**src/rtl/bus_demux_pkg.sv**
```systemverilog
// -----------------------------------------------------------------------------
// bus_demux_pkg -- shared definitions for the bus_demux block.
//
// Holds the default data word width (`DATA_WIDTH, overridable from the build)
// and the one-entry slot state encoding used by demux_slot.
// -----------------------------------------------------------------------------
`ifndef DATA_WIDTH
`define DATA_WIDTH 8
`endif

package bus_demux_pkg;

  // Slot occupancy: EMPTY holds nothing deliverable, FULL presents a word.
  typedef enum logic {
    EMPTY = 1'b0,
    FULL  = 1'b1
  } slot_state_t;

endpackage

```
**src/rtl/demux_slot.sv**
```systemverilog
// -----------------------------------------------------------------------------
// demux_slot -- one-entry output slot of bus_demux.
//
// Ports:
//   clk       rising-edge clock
//   reset     asynchronous active-high reset (slot EMPTY, data 0)
//   wr_en     write strobe; captures wr_data and makes the slot FULL
//   wr_data   word to capture
//   rd_ready  consumer acceptance; drains a FULL slot
//   valid     1 while the slot is FULL
//   data      held word (retains its last value while EMPTY)
//
// A write in the same cycle as a drain keeps the slot FULL with the new word,
// so a continuously fed channel runs without bubbles.
// -----------------------------------------------------------------------------
module demux_slot
  import bus_demux_pkg::*;
#(
  parameter int DATA_WIDTH = `DATA_WIDTH
) (
  input  logic                  clk,
  input  logic                  reset,
  input  logic                  wr_en,
  input  logic [DATA_WIDTH-1:0] wr_data,
  input  logic                  rd_ready,
  output logic                  valid,
  output logic [DATA_WIDTH-1:0] data
);

  slot_state_t state;
  slot_state_t state_next;
  logic        drain;

  // State register.
  // NOTE: sequential state uses non-blocking assignments so every flop samples
  // the pre-edge values of its neighbours.
  always_ff @(posedge clk or posedge reset) begin
    if (reset) begin
      state <= EMPTY;
    end else begin
      state <= state_next;
    end
  end

  // NOTE: this is a single register, not a memory array; it is reset because
  // the held word must read as 0 while reset is asserted.
  always_ff @(posedge clk or posedge reset) begin
    if (reset) begin
      data <= '0;
    end else if (wr_en) begin
      data <= wr_data;
    end
  end

  // Next-state logic: a write always wins, a drain alone empties the slot.
  // NOTE: every signal gets its default first so no path leaves it unassigned
  // and no latch is inferred.
  always_comb begin
    drain      = (state == FULL) && rd_ready;
    state_next = state;
    if (wr_en) begin
      state_next = FULL;
    end else if (drain) begin
      state_next = EMPTY;
    end
  end

  // Output logic.
  always_comb begin
    valid = (state == FULL);
  end

endmodule

```
**src/rtl/bus_demux.sv**
```systemverilog
// -----------------------------------------------------------------------------
// bus_demux -- routes one valid/ready source stream to SIZE one-entry
// destination slots selected by in_sel.
//
// Parameters:
//   DATA_WIDTH  width of one data word (default `DATA_WIDTH)
//   SIZE        number of channels; must be a power of two and >= 2
//
// Ports:
//   clk        rising-edge clock
//   reset      asynchronous active-high reset; empties every slot
//   in_data    source word
//   in_sel     destination channel index
//   in_valid   source word valid
//   in_bcast   (BUS_DEMUX_BROADCAST_EN only) write the word to all slots
//   in_ready   the word is accepted this cycle
//   data_out   flattened channel data, channel N at [N*DATA_WIDTH +: DATA_WIDTH]
//   out_valid  per-channel FULL flags
//   out_ready  per-channel consumer acceptance
//
// Build option: define BUS_DEMUX_BROADCAST_EN to add the in_bcast input.
// in_ready depends only on the selected channel (or on all channels while
// broadcasting), so a stalled channel never blocks traffic to the others.
// -----------------------------------------------------------------------------
module bus_demux
  import bus_demux_pkg::*;
#(
  parameter  int DATA_WIDTH = `DATA_WIDTH,
  parameter  int SIZE       = 4,
  localparam int SEL_WIDTH  = $clog2(SIZE)
) (
  input  logic                       clk,
  input  logic                       reset,
  input  logic [DATA_WIDTH-1:0]      in_data,
  input  logic [SEL_WIDTH-1:0]       in_sel,
  input  logic                       in_valid,
`ifdef BUS_DEMUX_BROADCAST_EN
  input  logic                       in_bcast,
`endif
  output logic                       in_ready,
  output logic [SIZE*DATA_WIDTH-1:0] data_out,
  output logic [SIZE-1:0]            out_valid,
  input  logic [SIZE-1:0]            out_ready
);

  logic [SIZE-1:0] wr_sel;     // one-hot decode of in_sel
  logic [SIZE-1:0] wr_target;  // slots the current word would be written to
  logic [SIZE-1:0] wr_en;
  logic            accept;

  always_comb begin
    wr_sel         = '0;
    wr_sel[in_sel] = 1'b1;
  end

`ifdef BUS_DEMUX_BROADCAST_EN
  // A broadcast needs room in every slot; a slot draining this cycle counts
  // as room because its write and drain happen on the same edge.
  always_comb begin
    if (in_bcast) begin
      in_ready  = &(~out_valid | out_ready);
      wr_target = '1;
    end else begin
      in_ready  = ~out_valid[in_sel] | out_ready[in_sel];
      wr_target = wr_sel;
    end
  end
`else
  always_comb begin
    in_ready  = ~out_valid[in_sel] | out_ready[in_sel];
    wr_target = wr_sel;
  end
`endif

  assign accept = in_valid & in_ready;
  assign wr_en  = {SIZE{accept}} & wr_target;

  for (genvar n = 0; n < SIZE; n++) begin : g_slot
    demux_slot #(
      .DATA_WIDTH (DATA_WIDTH)
    ) u_slot (
      .clk      (clk),
      .reset    (reset),
      .wr_en    (wr_en[n]),
      .wr_data  (in_data),
      .rd_ready (out_ready[n]),
      .valid    (out_valid[n]),
      .data     (data_out[n*DATA_WIDTH +: DATA_WIDTH])
    );
  end

endmodule

```
**config.mk**
```make
export PLATFORM = sky130hd
export DESIGN_NAME = bus_demux
export DESIGN_NICKNAME = d
export VERILOG_FILES = /design/src/rtl/bus_demux_pkg.sv /design/src/rtl/demux_slot.sv /design/src/rtl/bus_demux.sv
export SDC_FILE = /design/constraint.sdc
export NUM_CORES = 1
export LEC_CHECK = 0
export ABC_AREA = 1
export CAP_MARGIN = 20
export CORE_UTILIZATION = 47
export CTS_BUF_LIST = sky130_fd_sc_hd__clkbuf_16
export CTS_CLUSTER_DIAMETER = 150
export DETAILED_ROUTE_END_ITERATION = 8
export GPL_TIMING_DRIVEN = 0
export PLACE_DENSITY = 0.9
export SETUP_SLACK_MARGIN = 0.05
export SLEW_MARGIN = 15
export SYNTH_ARGS = -nofsm -noshare
export SYNTH_HDL_FRONTEND = slang
export SYNTH_HIERARCHICAL = 1
export SYNTH_SLANG_ARGS = --single-unit
```
**constraint.sdc**
```tcl
create_clock -name clk -period 3 [get_ports clk]
set_clock_uncertainty 0.15 [all_clocks]
set_input_delay 0.6 -clock clk [delete_from_list [all_inputs] [get_ports clk]]
set_output_delay 0.6 -clock clk [all_outputs]
set_load 0.01 [all_outputs]
```
Word level (Yosys, flattened, before mapping)

Index checks and enable logic that the tools add are counted.

Register bits after elaboration: 36
Input port bits: 17
Output and inout bits: 37
Logic and storage cells: 37

Magnitude comparators: 2
Mux-type cells: 14
Bitwise operators: 4
Reduce and logical (&&, ||, !) cells: 9

Operator list:

| operator                                                                            | number |
|---|---|
| 1-bit two-way mux                                                                   | 11 |
| 2-bit nonzero test                                                                  | 4 |
| 1-bit logical AND                                                                   | 5 |
| 4-bit AND                                                                           | 1 |
| 1-bit binary-select mux with 2-bit select                                           | 2 |
| 2-bit by 3-bit less-than comparator with 1-bit output, second input constant        | 1 |
| 1-bit demux with 2-bit select                                                       | 1 |
| 2-bit by 1-bit greater-or-equal comparator with 1-bit output, second input constant | 1 |
| 1-bit AND                                                                           | 1 |
| 1-bit inverter                                                                      | 1 |
| 1-bit OR                                                                            | 1 |

Longest topological paths before layout

Gate-level depths: netlist of the first run.

Depth in word-level cells: 7
Mapped depth: 13
Depth with buffers taken out: 11

By module

The synthesis of the first run kept the hierarchy.

By module, submodules not included:

| module     | instances | cells an instance | area an instance (um^2) | sequential area each (um^2) |
|---|---|---|---|---|
| demux_slot | 4         | 39                | 345.3                   | 225.2 |
| bus_demux  | 1         | 30                | 133.9                   | 0.0 |

Least setup slack after synthesis of the first run

Ideal clock, no wire load.

Path kind: input port to output port
Start point: in in_sel[0]
End point: out in_ready
Arrival time: 1.043 ns
Data required time: 2.250 ns
Slack: 1.207 ns
Stages: 7
Path buffers: 1
Cell sequence: buf_6 > inv_2 > nand2_1 > nand2_1 > nand2_1 > nand2_1 > nand2_2

Word-level cells in the longest chain between the ends: 4
Elaborated cells between the ends (all ways): 6
Classes of those cells: mux (4); bitwise (2)

Ends and longest elaborated chain:

| what                                      | RTL line        | source |
|---|---|---|
| start: declaration                        | bus_demux.sv:35 | `input logic [SEL_WIDTH-1:0] in_sel,` |
| 1-bit binary-select mux with 2-bit select | bus_demux.sv:70 | `in_ready = ~out_valid[in_sel] \| out_ready[in_sel];` |
| 1-bit two-way mux (implied by the code)   | bus_demux.sv:70 |  |
| 1-bit inverter                            | bus_demux.sv:70 |  |
| 1-bit OR *                                | bus_demux.sv:70 |  |
| end: declaration                          | bus_demux.sv:40 | `output logic in_ready,` |

Mark *: on every way between the ends. The rest lies on a longest branch, timed or not. The select of a mux whose other input is x is not followed.

Worst setup path after layout of the first run

Start point: in in_sel[1]
End point: out in_ready

The elaborated chain is that of the path after synthesis.

==> impl_metrics.toml, run 1 <==
[synthesis]
synth_seq_area_share = 0.595
syn-num-nets = 203
netlist_area_um2 = 1520
yosysWarningCount = 6
syn_area_per_cell_um2 = 8.15
synthXorXnorAreaFrac = 0
fraction_of_the_mapped_netlist_area_in_adder_cells = 0
synth.distinct_cells = 9
largest_family_of_logic_cells_by_synthesized_area = "simple AND/OR/NAND/NOR gates"
synth.ff_latch_count = 36
netlist_instances = 186
multiplexer_share_of_the_synthesized_area = 0
synth-compound-area-share = 0
synth_simple_gate_area_share = 0.331

[grt]
antenna_found_initial = 0
number_of_global_route_vias_before_repair = 1257
grt_pass1_wl_um = 5950
grt_start_max_net_pins = 11
grt_util_all_layers = 0.241
grt-ovfl-total = 0

[floorplan]
placement_rows = 20
fp.dieW_um = 58.8
core_um2 = 3050
die_y_um = 58.8
io-pin-count = 54
die_area_um2 = 3460
initial_core_utilization = 0.496

[worst_setup_path]
required_ns = 2.25
r2r_slack_ns = 1.43
cp_data_arrival_time_ns = 2.07
max_stage_delay_ns = 0.53
crit_buf_inv = 2
crit_family = "buffers and inverters"
startpoint_of_the_worst_register_to_register_path = "g_slot[2].u_slot/valid$_DFFE_PP0P_"
crit-reg2reg-capture = "g_slot[0].u_slot/data[6]$_DFFE_PP0P_"
critical_path.startpoint_type = "input port"
cp_max_fo = 7
cpMaxStageDelayCell = "clkdlybuf4s50_1"
crit_path_cell_trace = "clkdlybuf4s50_1 -> nor2_2 -> nand2_1 -> nand2_1 -> nor2_2 -> nand2_2 -> clkdlybuf4s50_1"
reg2reg_depth = 11
endpoint_kind = "output port"
critPathKind = "input port to output port"

[route]
drt-pass1-iter-count = 4
num_vias = 1364
drc_errors = 0
postRouteWirelength_um = 3710
avgViaCountPerCell = 4.70
drt_iter0_markers = 61
detail_route.wl_per_cell_um = 12.8
ant_nets = 0

[final_layout]
finalCoreUtilization = 0.730
layout-drive-gt1-share = 0.0813
finish.net_count = 262
num_antenna_cells = 0
post_layout_nonfiller_instances = 290
nFillCells = 246
area_delta_synth_final_pct = 47.0

[power]
swShare = 0.267
ir_worst_vdd_mv = 0.350
leakagePower_nw = 1.18
p_switching_uw = 395
share_clk_of_total_power = 0.318
power.share.sequential = 0.426
p_total_mw = 1.48
share_comb_of_total_power = 0.256
internal-power_mw = 1.08
power_density_nw_per_um2 = 664

[worst_hold_path]
whs_path_depth = 2
hold_path_end = "g_slot[3].u_slot/data[6]$_DFFE_PP0P_"
min-delay-path-class = "register to register"
holdCritStartpoint = "g_slot[3].u_slot/data[6]$_DFFE_PP0P_"

[cts]
cts_max_level = 2
cts-hold-fix-buffers = 0
cts_tree = "done"
clock_tree.buffer_depth = 2
worst_setup_hold_path_clk_slew_ns = 0.05
cts.root.buffer_cell = "clkbuf_16"
cts_inserted_buffers = 5
cts_resized = 0
cts_post_setup_buffers_inserted = 0
clock_latency_at_the_later_pin_of_the_worst_skew_pair_ns = 0.27
clock_sinks = 36

[place]
gp_congestion = 0.850
post-dp-hpwl_um = 2630
place.detailed.instances = 282
buffer_ports.inserted = 52

[flow_run]
timing.max_cap.violations = 0

[sta]
timing.fmax_ghz = 0.355
timing.final.hold_violations = 0
worst_pin_slew_ns = 0.355
grt_setup_unrepaired = "no"
timing.final.crit_period_ns = 2.82
slew-limit-headroom = 0.763
finalSetupViolations = 0
post-route-period-util = 0.940
finalMaxSlewViolations = 0
fin_setup_tns_ns = 0

[outcome]
run_status = "complete, no violations"
-- stage by stage --
| step | hold slack [ns] | setup WS [ns] | area (µm²) |
|---|---|---|---|
| final | 0.317 | 0.181 | 2230 |
| after global routing | 0.331 | 0.105 | 2230 |
| after CTS | 0.320 | 0.188 | 2230 |
| after detailed placement | 0.307 | 0.199 | 2090 |
| after floorplan | 0.278 | 1.21 | 1520 |
| after global placement | 0.305 | 0.212 | 2090 |
-- worst max-delay path by stage --
stage / from / to / cells after the start
global route: in_sel[1] / in_ready / 7
global placement: in_sel[1] / in_ready / 6
CTS: in_sel[1] / in_ready / 7
detailed placement: in_sel[1] / in_ready / 7
floorplan: in_sel[0] / in_ready / 7
finish: in_sel[1] / in_ready / 7
-- final cells by class --
class,count,area [µm²],share of cell area
plain buffers,5,56.3,0.0253
clock inverters,3,11.3,0.00506
well taps,44,55.1,0.0247
flip-flops and latches,36,901,0.404
clock buffers,5,125,0.0562
inverters,15,56.3,0.0253
repair buffers,52,520,0.234
multi-input cells,130,502,0.225
-- kinds of logic (layout without fill, tap and decap cells) --
logic type	after synthesis	in the layout
DFF	36	36
and+or+nand+nor	130	130
buffers and inverters	20	80
-- cells in the final DEF (no fill, tap or decap), drive strengths merged --
| master | n |
|---|---|
| clkinv | 1 |
| inv | 17 |
| dfrtp | 36 |
| clkbuf | 5 |
| nand3 | 3 |
| nand2 | 121 |
| buf | 5 |
| nor2 | 6 |
| clkdlybuf4s50 | 52 |
-- flip-flops by register name (all words and copies together), names as in the netlist --
name and count:
g_slot.u_slot/data 32, g_slot.u_slot/valid 4
-- worst min-delay path: cells and delay by family, from the launching register on --
family,cells,cell delay (ns)
flops,1,0.34
simple gates,2,0.09
-- metal layers --
| metal | GRT usage | wire, µm | part of all wire | vias to the layer above |
|---|---|---|---|---|
| li1 | - | - | - | 668 |
| met2 | 0.386 | 1800 | 0.48 | 56 |
| met3 | 0.0593 | 275 | 0.074 | 2 |
| met1 | 0.317 | 1620 | 0.44 | 638 |
| met5 | 0 | 0 | 0 | - |
| met4 | 0.0918 | 13 | 0.0035 | 0 |
-- power by group through the flow --
stage          Clock [mW]  Combinational (mW)  Sequential, mW
4_1_cts             0.477               0.383           0.629
5_1_grt             0.500               0.413           0.639
3_3_place_gp            0               0.369           0.632
2_1_floorplan           0               0.104           0.670
6_report            0.470               0.379           0.630
3_5_place_dp            0               0.380           0.634
-- cell usage after synthesis --
master   number  area share
nor2_1        4      0.0099
nor2_2        2      0.0083
inv_1         9       0.022
nand3_1       3      0.0099
buf_6         5       0.037
dfrtp_1      36        0.59
inv_2         6       0.015
nand2_2       2      0.0083
nand2_1     119        0.29
No activity file was read; power rests on OpenSTA's default activity.
==> run 2: changes to the inputs <==
Settings changed: CORE_UTILIZATION 47 to 49, PLACE_DENSITY 0.9 to 0.91, SYNTH_HIERARCHICAL 1 to default.
==> run 2 against run 1 <==
Against the previous run: area after synthesis up 14%; clock power grew 3%; sequential power is essentially flat; design area up 9.0%; die area is 9.1% higher; via count increased by 10%; critical path type unchanged; largest cell class unchanged.
==> impl_metrics.toml, run 2 <==
[outcome]
run_status = "complete, no violations"

[route]
drt-pass1-iter-count = 4
ant_nets = 0
detail_route.wl_per_cell_um = 14.2
drt_iter0_markers = 82
num_vias = 1505
detail_route.wirelength.met1_um = 1610
met3_length_um = 295
avgViaCountPerCell = 5.26
postRouteWirelength_um = 4070
top_metal_layer_carrying_routed_signals = "met4"
drc_errors = 0
met2_length_um = 2040

[synthesis]
syn-num-nets = 199
post_synth_main_area_contributors = "dfrtp_1, nand2_1, nand4_1"
yosys.area.top_type = "dfrtp_1"
synthDominantCellAreaShare = 0.521
synth_seq_area_share = 0.521
netlist_instances = 182
yosysWarningCount = 0
synthMostInstantiatedCell = "nand2_1"
synth.distinct_cells = 21
dominantRegCellSynth = "dfrtp_1"
netlist_area_um2 = 1730
number_of_enable_type_register_cells_in_the_synthesized_netlist = 0
postSynth.asyncResetShare = 1.00
syn_area_per_cell_um2 = 9.50
synth.ff_latch_count = 36
synth.top_cells.by_count = "nand2_1, dfrtp_1, nand4_1"

[final_layout]
register_with_the_highest_flop_count = "g_slot.u_slot.data"
multiInputGateArea_um2 = 673
area_delta_synth_final_pct = 40.4
finalCoreUtilization = 0.722
post_layout_nonfiller_instances = 286
largest_register_ffs = 32
final_area_um2 = 2430
layout-drive-gt1-share = 0.154
finish.net_count = 256
most-common-layout-cells = "nand2_1, clkdlybuf4s50_1, dfrtp_1"
nFillCells = 265
ff_latch_area_um2 = 901
final_common_cell = "nand2_1"
num_antenna_cells = 0

[sta]
finalMaxSlewViolations = 0
final.setup.worst_slack_ns = 0.425
timing.final.hold_violations = 0
slew-limit-headroom = 0.518
finalSetupViolations = 0
timing.fmax_ghz = 0.388
timing.final.crit_period_ns = 2.58
fin_setup_tns_ns = 0
grt_setup_unrepaired = "no"
post-route-period-util = 0.858
worst_pin_slew_ns = 0.721

[cts]
cts_inserted_buffers = 5
cts.root.buffer_cell = "clkbuf_16"
clock_sinks = 36
cts-hold-fix-buffers = 0
cts_max_level = 2
worst_setup_hold_path_clk_slew_ns = 0.05
cts_post_setup_buffers_inserted = 0
cts_tree = "done"
clock_tree.buffer_depth = 2
clock_latency_at_the_later_pin_of_the_worst_skew_pair_ns = 0.28

[worst_setup_path]
required_ns = 2.25
endpoint_kind = "output port"
critical_path.startpoint_type = "input port"
cp_max_fo = 10
cpMaxStageDelayCell = "clkdlybuf4s50_1"
max_stage_delay_ns = 0.44
cp_data_arrival_time_ns = 1.83
crit_path_cell_trace = "clkdlybuf4s50_1 -> nand3_1 -> nand2_2 -> nor2_4 -> nand2_8 -> buf_12 -> dlymetal6s2s_1"
critPathKind = "input port to output port"

[power]
ir_worst_vdd_mv = 0.400
power_density_nw_per_um2 = 641
leakagePower_nw = 1.16

[place]
buffer_ports.inserted = 50
post-dp-hpwl_um = 2890
place.detailed.instances = 278
gp_congestion = 0.837
dp_worst_setup_slack_ns = 0.112
postPlaceCellArea_um2 = 2290

[grt]
number_of_global_route_vias_before_repair = 1360
antenna_found_initial = 0
grt_util_all_layers = 0.242
grt_start_max_net_pins = 37
grt-ovfl-total = 0
grt_pass1_wl_um = 6310

[worst_hold_path]
min-delay-path-class = "register to register"

[floorplan]
fp.dieW_um = 61.4
core_um2 = 3360
io-pin-count = 54
initial_core_utilization = 0.514
die_area_um2 = 3770
placement_rows = 21
die_y_um = 61.4

[flow_run]
timing.max_cap.violations = 0
-- run 2: metal layers --
metal | GRT usage | up-vias
met1 | 0.302 | 708
met4 | 0.146 | 0
met5 | 0 | -
li1 | - | 719
met3 | 0.0756 | 10
met2 | 0.370 | 68
-- run 2: final timing paths --
| path | from | endpoint | slack, ns | cells after the start |
|---|---|---|---|---|
| setup reg to reg | g_slot[0].u_slot.valid$_DFFE_PP0P_ | g_slot[3].u_slot.data[0]$_DFFE_PP0P_ | 1.59 | 8 |
| hold / removal | g_slot[2].u_slot.data[2]$_DFFE_PP0P_ | g_slot[2].u_slot.data[2]$_DFFE_PP0P_ | 0.32 | 2 |
| setup / recovery | out_ready[1] | in_ready | 0.42 | 7 |
| min in group asynchronous | reset | g_slot[2].u_slot.data[6]$_DFFE_PP0P_ | 0.62 | 2 |
| max in group asynchronous | reset | g_slot[2].u_slot.data[2]$_DFFE_PP0P_ | 1.62 | 2 |
| hold reg to reg | g_slot[2].u_slot.data[2]$_DFFE_PP0P_ | g_slot[2].u_slot.data[2]$_DFFE_PP0P_ | 0.32 | 2 |
-- run 2: metrics by stage --
step	hold slack [ns]	power [mW]
final	0.318	1.56
after global routing	0.341	1.63
after CTS	0.321	1.57
after detailed placement	0.309	1.08
after global placement	0.308	1.06
after floorplan	0.357	0.831
-- run 2: what timing repair did --
item                                    CTS  global route
endpoints found under the setup margin    0             1
resized for setup                         0             1
hold endpoints to repair                  0             0
-- run 2: power by group --
part	internal (mW)	total (mW)	leakage, nW	switching, mW
Combinational	0.238	0.441	0.640	0.203
Sequential	0.578	0.632	0.452	0.0537
Clock	0.301	0.484	0.0710	0.183
Total	1.12	1.56	1.16	0.440
-- run 2: area by class of cell --
type / count / area share
Multi-Input combinational cell: 125 / 0.277
Tap cell: 46 / 0.0237
Buffer: 13 / 0.0505
Inverter: 8 / 0.0134
Clock inverter: 3 / 0.00567
Clock buffer: 5 / 0.0515
Sequential cell: 36 / 0.371
Timing Repair Buffer: 50 / 0.207
-- run 2: kinds of logic (layout without fill, tap and decap cells) --
group           Yosys count  count (layout)  synth area share
simple gates            121             121             0.378
flops                    36              36             0.521
buf+inv                  21              79            0.0897
compound gates            4               4            0.0116
-- run 2: worst max-delay path: cells and delay by family --
kind | cells | cell delay [ns]
simple gates | 4 | 0.45
buf+inv | 3 | 0.76
==> run 3: changes to the inputs <==
Settings changed: CTS_CLUSTER_DIAMETER 150 to 50.
==> results of run 3 <==
Final layout, timing and power as in run 2 (identical DEF).
